--- src/rtl/register_file_pkg.sv ---
// Shared encodings for the per-thread register file: core pipeline states,
// write-source select values and the special register indices.
package register_file_pkg;

    localparam int DATA_BITS = 8;
    localparam int NUM_REGS  = 16;

    localparam logic [2:0] STATE_IDLE    = 3'b000;
    localparam logic [2:0] STATE_FETCH   = 3'b001;
    localparam logic [2:0] STATE_DECODE  = 3'b010;
    localparam logic [2:0] STATE_REQUEST = 3'b011;
    localparam logic [2:0] STATE_WAIT    = 3'b100;
    localparam logic [2:0] STATE_EXECUTE = 3'b101;
    localparam logic [2:0] STATE_UPDATE  = 3'b110;
    localparam logic [2:0] STATE_DONE    = 3'b111;

    localparam logic [1:0] MUX_ALU      = 2'b00;
    localparam logic [1:0] MUX_LSU      = 2'b01;
    localparam logic [1:0] MUX_IMM      = 2'b10;
    localparam logic [1:0] MUX_RESERVED = 2'b11;

    localparam logic [3:0] BLOCK_IDX  = 4'd13;
    localparam logic [3:0] BLOCK_DIM  = 4'd14;
    localparam logic [3:0] THREAD_IDX = 4'd15;

endpackage

--- src/rtl/register_file_if.sv ---
// Decoded-instruction, datapath and operand bus between the core and a
// thread's register file.
interface register_file_if #(
    parameter int DATA_BITS = register_file_pkg::DATA_BITS
);

    logic                 enable;
    logic [7:0]           block_id;
    logic [2:0]           core_state;
    logic [3:0]           decoded_rd_address;
    logic [3:0]           decoded_rs_address;
    logic [3:0]           decoded_rt_address;
    logic                 decoded_reg_write_enable;
    logic [1:0]           decoded_reg_input_mux;
    logic [DATA_BITS-1:0] decoded_immediate;
    logic [DATA_BITS-1:0] alu_out;
    logic [DATA_BITS-1:0] lsu_out;
    logic [DATA_BITS-1:0] rs;
    logic [DATA_BITS-1:0] rt;

    modport master (
        output enable, block_id, core_state,
        output decoded_rd_address, decoded_rs_address, decoded_rt_address,
        output decoded_reg_write_enable, decoded_reg_input_mux, decoded_immediate,
        output alu_out, lsu_out,
        input  rs, rt
    );

    modport slave (
        input  enable, block_id, core_state,
        input  decoded_rd_address, decoded_rs_address, decoded_rt_address,
        input  decoded_reg_write_enable, decoded_reg_input_mux, decoded_immediate,
        input  alu_out, lsu_out,
        output rs, rt
    );

endinterface

--- src/rtl/register_file.sv ---
// Per-thread 16-entry register file: R0-R12 general purpose, R13-R15 hold
// blockIdx, blockDim and threadIdx. Operands are latched in REQUEST.
module register_file #(
    parameter int THREADS_PER_BLOCK = 4,
    parameter int THREAD_ID         = 0,
    parameter int DATA_BITS         = register_file_pkg::DATA_BITS
) (
    input logic            clk,
    input logic            reset,
    register_file_if.slave bus
);

    import register_file_pkg::*;

    logic [DATA_BITS-1:0] regs [NUM_REGS];
    logic [DATA_BITS-1:0] write_data;
    logic                 write_valid;

    // The reserved select value never produces a write.
    always_comb begin
        write_data  = '0;
        write_valid = 1'b1;
        case (bus.decoded_reg_input_mux)
            MUX_ALU: write_data = bus.alu_out;
            MUX_LSU: write_data = bus.lsu_out;
            MUX_IMM: write_data = bus.decoded_immediate;
            default: write_valid = 1'b0;
        endcase
    end

    always_ff @(posedge clk or negedge reset) begin
        if (!reset) begin
            for (int i = 0; i <= 13; i++) begin
                regs[i] <= '0;
            end
            regs[BLOCK_DIM]  <= DATA_BITS'(THREADS_PER_BLOCK);
            regs[THREAD_IDX] <= DATA_BITS'(THREAD_ID);
            bus.rs           <= '0;
            bus.rt           <= '0;
        end else if (bus.enable) begin
            regs[BLOCK_IDX] <= DATA_BITS'(bus.block_id);
            if (bus.core_state == STATE_REQUEST) begin
                bus.rs <= regs[bus.decoded_rs_address];
                bus.rt <= regs[bus.decoded_rt_address];
            end
            // R13-R15 are read-only to instructions; such writes are dropped.
            if (bus.core_state == STATE_UPDATE && bus.decoded_reg_write_enable &&
                write_valid && bus.decoded_rd_address < BLOCK_IDX) begin
                regs[bus.decoded_rd_address] <= write_data;
            end
        end
    end

endmodule

--- src/flat_wrapper.sv ---
// flat-port wrapper written by rule: the top's interface ports become plain ports
module register_file_flat import register_file_pkg::*;
#(
    parameter int THREADS_PER_BLOCK = 4,
    parameter int THREAD_ID         = 0,
    parameter int DATA_BITS         = register_file_pkg::DATA_BITS
)
  (clk, reset, bus_enable, bus_block_id, bus_core_state, bus_decoded_rd_address, bus_decoded_rs_address, bus_decoded_rt_address, bus_decoded_reg_write_enable, bus_decoded_reg_input_mux, bus_decoded_immediate, bus_alu_out, bus_lsu_out, bus_rs, bus_rt);
  register_file_if #(.DATA_BITS(DATA_BITS)) bus_i ();
  input logic clk;
  input logic reset;
  input wire logic [$bits(bus_i.enable)-1:0] bus_enable;
  input wire logic [$bits(bus_i.block_id)-1:0] bus_block_id;
  input wire logic [$bits(bus_i.core_state)-1:0] bus_core_state;
  input wire logic [$bits(bus_i.decoded_rd_address)-1:0] bus_decoded_rd_address;
  input wire logic [$bits(bus_i.decoded_rs_address)-1:0] bus_decoded_rs_address;
  input wire logic [$bits(bus_i.decoded_rt_address)-1:0] bus_decoded_rt_address;
  input wire logic [$bits(bus_i.decoded_reg_write_enable)-1:0] bus_decoded_reg_write_enable;
  input wire logic [$bits(bus_i.decoded_reg_input_mux)-1:0] bus_decoded_reg_input_mux;
  input wire logic [$bits(bus_i.decoded_immediate)-1:0] bus_decoded_immediate;
  input wire logic [$bits(bus_i.alu_out)-1:0] bus_alu_out;
  input wire logic [$bits(bus_i.lsu_out)-1:0] bus_lsu_out;
  output wire logic [$bits(bus_i.rs)-1:0] bus_rs;
  output wire logic [$bits(bus_i.rt)-1:0] bus_rt;
  assign bus_i.enable = bus_enable;
  assign bus_i.block_id = bus_block_id;
  assign bus_i.core_state = bus_core_state;
  assign bus_i.decoded_rd_address = bus_decoded_rd_address;
  assign bus_i.decoded_rs_address = bus_decoded_rs_address;
  assign bus_i.decoded_rt_address = bus_decoded_rt_address;
  assign bus_i.decoded_reg_write_enable = bus_decoded_reg_write_enable;
  assign bus_i.decoded_reg_input_mux = bus_decoded_reg_input_mux;
  assign bus_i.decoded_immediate = bus_decoded_immediate;
  assign bus_i.alu_out = bus_alu_out;
  assign bus_i.lsu_out = bus_lsu_out;
  assign bus_rs = bus_i.rs;
  assign bus_rt = bus_i.rt;
  register_file #(.THREADS_PER_BLOCK(THREADS_PER_BLOCK), .THREAD_ID(THREAD_ID), .DATA_BITS(DATA_BITS)) u_core (.clk(clk), .reset(reset), .bus(bus_i));
endmodule
--- config.mk ---
export PLATFORM = sky130hd
export DESIGN_NAME = register_file_flat
export DESIGN_NICKNAME = d
export VERILOG_FILES = /design/src/rtl/register_file_pkg.sv /design/src/rtl/register_file_if.sv /design/src/rtl/register_file.sv /design/src/flat_wrapper.sv
export SDC_FILE = /design/constraint.sdc
export NUM_CORES = 1
export LEC_CHECK = 0
export CELL_PAD_IN_SITES_DETAIL_PLACEMENT = 2
export CELL_PAD_IN_SITES_GLOBAL_PLACEMENT = 2
export CORE_UTILIZATION = 30
export CTS_CLUSTER_DIAMETER = 80
export DETAILED_ROUTE_END_ITERATION = 8
export GPL_TIMING_DRIVEN = 0
export HOLD_SLACK_MARGIN = 0.1
export PLACE_DENSITY = 0.68
export SLEW_MARGIN = 20
export SYNTH_ARGS = -nofsm -noshare
export SYNTH_HDL_FRONTEND = slang
export SYNTH_SLANG_ARGS = --single-unit
--- constraint.sdc ---
create_clock -name clk -period 1.8 [get_ports clk]
set_input_delay 0.18 -clock clk [delete_from_list [all_inputs] [get_ports clk]]
set_output_delay 0.18 -clock clk [all_outputs]
set_load 0.01 [all_outputs]
# Word-level counts from Yosys, hierarchy flattened
# Cells that the tools add are included.
[word_totals] regBits=144 wordCells=50 input_bits=53
[op_classes] n_eq_ne=4 n_reduce_logical=8 bitwise=3 magnitude_cmp=5 muxes=12
[ops] operator="128-bit bitwise mux" n=1
[ops] operator="8-bit binary-select mux with 4-bit select" n=2
[ops] operator="8-bit 2-to-1 mux" n=5
[ops] operator="8-bit demux with 4-bit select" n=1
[ops] operator="24-bit 2-to-1 mux" n=1
[ops] operator="8-bit one-hot mux with 3 select lines" n=1
[ops] operator="5-bit >= comparator (second input constant)" n=3
[ops] operator="4-bit inverter with 5-bit output" n=3
[ops] operator="5-bit by 1-bit < comparator with 1-bit output (second input constant)" n=1
[ops] operator="1-bit logical AND" n=4
[ops] operator="4-bit < comparator (second input constant)" n=1
[ops] operator="2-bit AND reduction" n=2
[ops] operator="3-bit by 2-bit equality test with 1-bit output (second input constant)" n=1
[ops] operator="3-bit equality test (second input constant)" n=1
[ops] operator="3-bit OR reduction" n=1
[ops] operator="2-bit by 1-bit equality test with 1-bit output (second input constant)" n=1
[ops] operator="2-bit equality test (second input constant)" n=1
[ops] operator="2-bit logical NOT" n=1
[ops] operator="1-bit 2-to-1 mux" n=1

# Longest topological paths before layout
[logic_depth] word_depth=7 ltp_mapped=8 depth_no_buf=4

# Worst setup path before layout
# No wires, ideal clock.
[synth_timing] kind="input to register" from="in bus_decoded_rs_address[1]" to="reg u_core.bus.rs[0]" setup_ns=0.126 path_slack_ns=0.043 cell_stages=5 required_ns=1.674 arrival_ns=1.631 path_cell_list="buf_2 -> buf_1 -> mux4_2 -> mux2_2 -> a221o_1"
[synth_via] elab_chain_cells=4
[synth_rtl] element="from (decl)" line="flat_wrapper.sv:16" text="input wire logic [$bits(bus_i.decoded_rs_address)-1:0] bus_decoded_rs_address;"
[synth_rtl] element="4-bit inverter with 5-bit output (implied by the code)" line="register_file.sv:43" text="bus.rs <= regs[bus.decoded_rs_address];"
[synth_rtl] element="8-bit binary-select mux with 4-bit select" line="register_file.sv:43"
[synth_rtl] element="8-bit 2-to-1 mux (implied by the code) (2 in series)" line="register_file.sv:43"
[synth_rtl] element="to (signal assigned)" line="register_file.sv:43"
[synth_rtl] element="to (decl)" line="register_file_if.sv:34" text="output rs, rt"
# No other way between the ends. The select of a mux whose other input is x is not followed.
# A chain may end at the register's enable or synchronous reset.

# Worst setup path in the final report
[layout_timing] from="in bus_enable" to="reg u_core.regs[61] in the netlist's numbering"
[layout_via] elab_chain_cells=1
[layout_rtl] element="from (decl)" line="flat_wrapper.sv:12" text="input wire logic [$bits(bus_i.enable)-1:0] bus_enable;"
[layout_rtl] element="2-bit AND reduction (no line)"
[layout_rtl] element="to (signal, indexed assignment)" line="register_file.sv:36" text="regs[BLOCK_DIM] <= DATA_BITS'(THREADS_PER_BLOCK);"
[layout_rtl] element="to (signal, indexed assignment)" line="register_file.sv:37" text="regs[THREAD_IDX] <= DATA_BITS'(THREAD_ID);"
[layout_rtl] element="to (signal, indexed assignment)" line="register_file.sv:41" text="regs[BLOCK_IDX] <= DATA_BITS'(bus.block_id);"
[layout_rtl] element="to (decl)" line="register_file.sv:15" text="logic [DATA_BITS-1:0] regs [NUM_REGS];"
# No other way between the ends.

==> impl_metrics.prom <==
# TYPE chip_impl_metric gauge
chip_impl_info{name="hp-start",value="bus_decoded_reg_input_mux[1]"} 1
chip_impl_metric{name="synth_area_per_cell",unit="sq um"} 12.2
chip_impl_metric{name="p_leak",unit="nW"} 4.03
chip_impl_metric{name="gp_routability_congestion",unit=""} 0.766
chip_impl_metric{name="cts_h_tree_depth",unit=""} 4
chip_impl_metric{name="cp_data_arrival_time",unit="ns"} 2.08
chip_impl_metric{name="r2r_setup_slk",unit="ns"} 0.06
chip_impl_metric{name="place.port_buffers",unit=""} 60
chip_impl_metric{name="total_count_of_max_transition_violations_in_the_final_report",unit=""} 0
chip_impl_metric{name="holdWs",unit="ns"} 0.307
chip_impl_metric{name="maximum_number_of_pins_on_one_net_before_global_route_repair",unit=""} 76
chip_impl_info{name="critical_path.startpoint_type",value="input port"} 1
chip_impl_metric{name="grt.total_usage",unit="%"} 22.4
chip_impl_metric{name="dpl.hpwl",unit="um"} 19500
chip_impl_metric{name="synth-seq-cells",unit=""} 144
chip_impl_metric{name="drt_first_iter_violations",unit=""} 335
chip_impl_metric{name="clockBufferDepth",unit=""} 2
chip_impl_metric{name="worst_ir_drop_vdd",unit="mV"} 0.630
chip_impl_metric{name="length_in_cells_of_the_worst_reg_to_reg_path",unit=""} 4
chip_impl_metric{name="setup_viol",unit=""} 0
chip_impl_info{name="worstPathCellList",value="clkdlybuf4s50_1, nand4_1, buf_6, buf_8, or4_4, buf_12, nand2_2, o21ai_2"} 1
chip_impl_info{name="status",value="completed"} 1
chip_impl_metric{name="syn_inst",unit=""} 626
chip_impl_metric{name="globalRouteMet1Util",unit="%"} 28.6
chip_impl_metric{name="boundaryPins",unit=""} 69
chip_impl_metric{name="power_density",unit="nW/um^2"} 920
chip_impl_metric{name="grt.overflow.total",unit=""} 0
chip_impl_metric{name="final_hold_viol_count",unit=""} 0
chip_impl_metric{name="via_count",unit=""} 5663
chip_impl_metric{name="yosys.area.top_type_share",unit="%"} 46.9
chip_impl_metric{name="initial_antenna_violation_count",unit=""} 0
chip_impl_metric{name="slowest_delay",unit="ns"} 0.63
chip_impl_metric{name="die_area",unit="sq um"} 26100
chip_impl_metric{name="global_route_wire_length_before_repair",unit="um"} 42100
chip_impl_metric{name="required_time_of_the_critical_path",unit="ns"} 2.09
chip_impl_info{name="final_cell_mix",value="143 x sky130_fd_sc_hd__dfrtp_1, 62 x sky130_fd_sc_hd__mux4_2, 58 x sky130_fd_sc_hd__nor2_1, 58 x sky130_fd_sc_hd__a21oi_1, 56 x sky130_fd_sc_hd__clkdlybuf4s50_1"} 1
chip_impl_info{name="grt.busiest_layer",value="met2"} 1
chip_impl_metric{name="worst_setup_hold_path_clk_slew",unit="ns"} 0.06
chip_impl_metric{name="buf_inv_on_cp",unit=""} 4
chip_impl_metric{name="grt_pass1_vias",unit=""} 6532
chip_impl_info{name="clock-root-buffer",value="sky130_fd_sc_hd__clkbuf_16"} 1
chip_impl_metric{name="vias_per_cell",unit=""} 5.38
chip_impl_info{name="yosys-top-cells-area",value="sky130_fd_sc_hd__dfrtp_1 47%, sky130_fd_sc_hd__mux4_2 18%, sky130_fd_sc_hd__mux2i_1 4.3%"} 1
chip_impl_metric{name="total_power",unit="mW"} 8.69
chip_impl_metric{name="drt_pass1_iterations",unit=""} 4
chip_impl_metric{name="post_route_core_utilization",unit="%"} 37.7
chip_impl_metric{name="drc_errors",unit=""} 0
chip_impl_info{name="setup.worst_path.class",value="in -> reg"} 1
chip_impl_metric{name="worst-slew-pin-transition",unit="ns"} 0.805
chip_impl_metric{name="synthesized_netlist_net_count",unit=""} 679
chip_impl_info{name="path_category_of_the_worst_min_delay_check",value="in -> reg"} 1
chip_impl_info{name="commonest_non_fill_non_tap_cell_in_the_layout",value="sky130_fd_sc_hd__dfrtp_1"} 1
chip_impl_metric{name="dpl_worst_slack",unit="ns"} -1.03
chip_impl_metric{name="timing.fmax",unit="MHz"} 559
chip_impl_metric{name="final_antenna_violating_net_count",unit=""} 0
chip_impl_metric{name="crit_path_max_fanout",unit=""} 10
chip_impl_metric{name="num_antenna_cells",unit=""} 0
chip_impl_metric{name="die_width",unit="um"} 162
chip_impl_metric{name="grt_util_met3",unit="%"} 3.67
chip_impl_metric{name="placeable_area",unit="sq um"} 25000
chip_impl_metric{name="number_of_warnings_printed_during_yosys_synthesis",unit=""} 0
chip_impl_metric{name="numCtsBuffers",unit=""} 17
chip_impl_info{name="critical_path.top_delay_family",value="buffers and inverters"} 1
chip_impl_metric{name="final.min_clock_period",unit="ns"} 1.79
chip_impl_metric{name="initial_utilization",unit="%"} 30.5
chip_impl_metric{name="area_growth",unit="%"} 23.7
chip_impl_metric{name="fp.dieH",unit="um"} 162
chip_impl_metric{name="drt-total-wl",unit="um"} 27600
chip_impl_metric{name="use_met2",unit="%"} 38.5
chip_impl_metric{name="wl_per_cell",unit="um"} 26.2
chip_impl_metric{name="timing.hold.worst_path_depth",unit=""} 4
chip_impl_metric{name="maxCapViolCount",unit=""} 0
chip_impl_metric{name="fill_cells",unit=""} 2586
chip_impl_info{name="hold_path_sink",value="u_core.regs[125]$_DFFE_PN0P_"} 1
chip_impl_info{name="critPathSlowestCell",value="sky130_fd_sc_hd__or4_4"} 1
chip_impl_metric{name="worst_skew_pair.late_latency",unit="ns"} 0.43
chip_impl_metric{name="post_synth_instance_area",unit="sq um"} 7630
chip_impl_metric{name="final_layout_size_suffix_gt1_share",unit="%"} 30.3
chip_impl_metric{name="rows",unit=""} 58
chip_impl_info{name="worst_reg2reg_endpoint",value="u_core.bus.rs[5]$_DFFE_PN0P_"} 1
chip_impl_info{name="regToRegStartpoint",value="u_core.regs[93]$_DFFE_PN0P_"} 1
chip_impl_metric{name="nets",unit=""} 763
chip_impl_metric{name="timing.max_slew.rel_slack",unit="%"} 46.3
chip_impl_metric{name="final.setup_skew",unit="ns"} 0.00884
chip_impl_info{name="synth_area_leader_cell",value="sky130_fd_sc_hd__dfrtp_1"} 1
chip_impl_metric{name="final_worst_setup_slack",unit="ns"} 0.0109
chip_impl_metric{name="clock_sink_count",unit=""} 144
chip_impl_info{name="worstSetupEndpointType",value="register"} 1
chip_impl_metric{name="synth_cell_types",unit=""} 38
chip_impl_metric{name="yosysSeqAreaShare",unit="%"} 47.2
chip_impl_metric{name="layout_worst_path_cycle_share",unit="%"} 99.4
chip_impl_info{name="cts_tree",value="done"} 1
-- worst min-delay path, stage by stage --
cell and delay [ns]:
sky130_fd_sc_hd__buf_2 0.16, sky130_fd_sc_hd__nor2_1 0.12, sky130_fd_sc_hd__a21oi_1 0.09, sky130_fd_sc_hd__o21ai_1 0.13
-- power breakdown --
group          leakage [nW]  total [mW]  internal, mW  switching [mW]
registers              1.97        3.54          3.40           0.141
clock network         0.327        4.05          2.61            1.44
logic                  1.73        1.10         0.507           0.594
total                  4.03        8.69          6.52            2.17
-- metal layers --
metal / vias to the layer above / routed length, um
li1: 2456 / -
met1: 3028 / 11600
met2: 144 / 14100
met3: 35 / 1310
met4: 0 / 662
met5: - / 0
-- registers in the layout (all words and copies together), names as in the netlist --
name	count
u_core.regs	128
u_core.bus.rs	8
u_core.bus.rt	8
-- Yosys cell counts, drive strengths merged --
cell / number
mux2i: 33
dfstp: 1
or4: 7
nand4: 1
nand2: 63
nand4b: 1
dfrtp: 143
nor3b: 1
a21o: 2
nand3: 2
a311oi: 1
and2b: 1
a221o: 7
or2: 2
buf: 37
inv: 1
nor4: 6
nor3: 7
a31oi: 1
nor2: 59
o21ai: 63
o211ai: 2
clkbuf: 36
mux2: 16
a21oi: 58
nand2b: 5
a2bb2oi: 7
mux4: 62
and4b: 1
-- metrics by stage --
step           setup TNS (ns)  area [sq um]  cells
2_1_floorplan               0          7630    626
3_3_place_gp          -840.53          8650   1016
3_5_place_dp           -91.63          8680   1017
4_1_cts                     0          9440   1054
5_1_grt               -0.0744          9440   1053
6_report                    0          9440   1053
-- repair_timing --
action | CTS | global route
resized for setup | 23 | 14
hold endpoints to repair | 74 | 0
setup endpoints to repair | 116 | 46
pin swaps | 8 | 1
buffers inserted | 7 | 3
hold buffers | 1 | 0
-- kinds of logic (layout without fill, tap and decap cells) --
family	Yosys count	in the layout	synth area share [%]
multiplexers	111	111	25.0
buffers and inverters	74	171	5.51
AO/OA/AOI/OAI	141	141	11.7
AND/OR/NAND/NOR	156	156	10.6
flip-flops	144	144	47.2
-- final cells by class --
cell class                 count  area (sq um)  share of cell area, %
multi-input combinational    408          3630                   38.5
timing repair buffer          72           718                   7.61
buffer                        66           407                   4.31
sequential                   144          3600                   38.2
clock inverter                 9           178                   1.88
inverter                       1          3.75                 0.0398
tap                          330           413                   4.37
clock buffer                  23           488                   5.17
-- worst max path at each step --
stage / start / to / slack (ns) / cells after the start
after floorplan: bus_decoded_rs_address[1] / u_core.bus.rs[0]$_DFFE_PN0P_ / 0.04 / 5
after global routing: bus_enable / u_core.regs[101]$_DFFE_PN0P_ / -0.02 / 8
after CTS: bus_enable / u_core.bus.rs[5]$_DFFE_PN0P_ / 0.002 / 5
after detailed placement: bus_core_state[2] / u_core.regs[83]$_DFFE_PN0P_ / -1.03 / 6
final: bus_enable / u_core.regs[61]$_DFFE_PN0P_ / 0.01 / 8
after global placement: reset / u_core.regs[64]$_DFFE_PN0P_ / -5.28 / 1
Note: power is estimated with default switching activity, not from simulation.
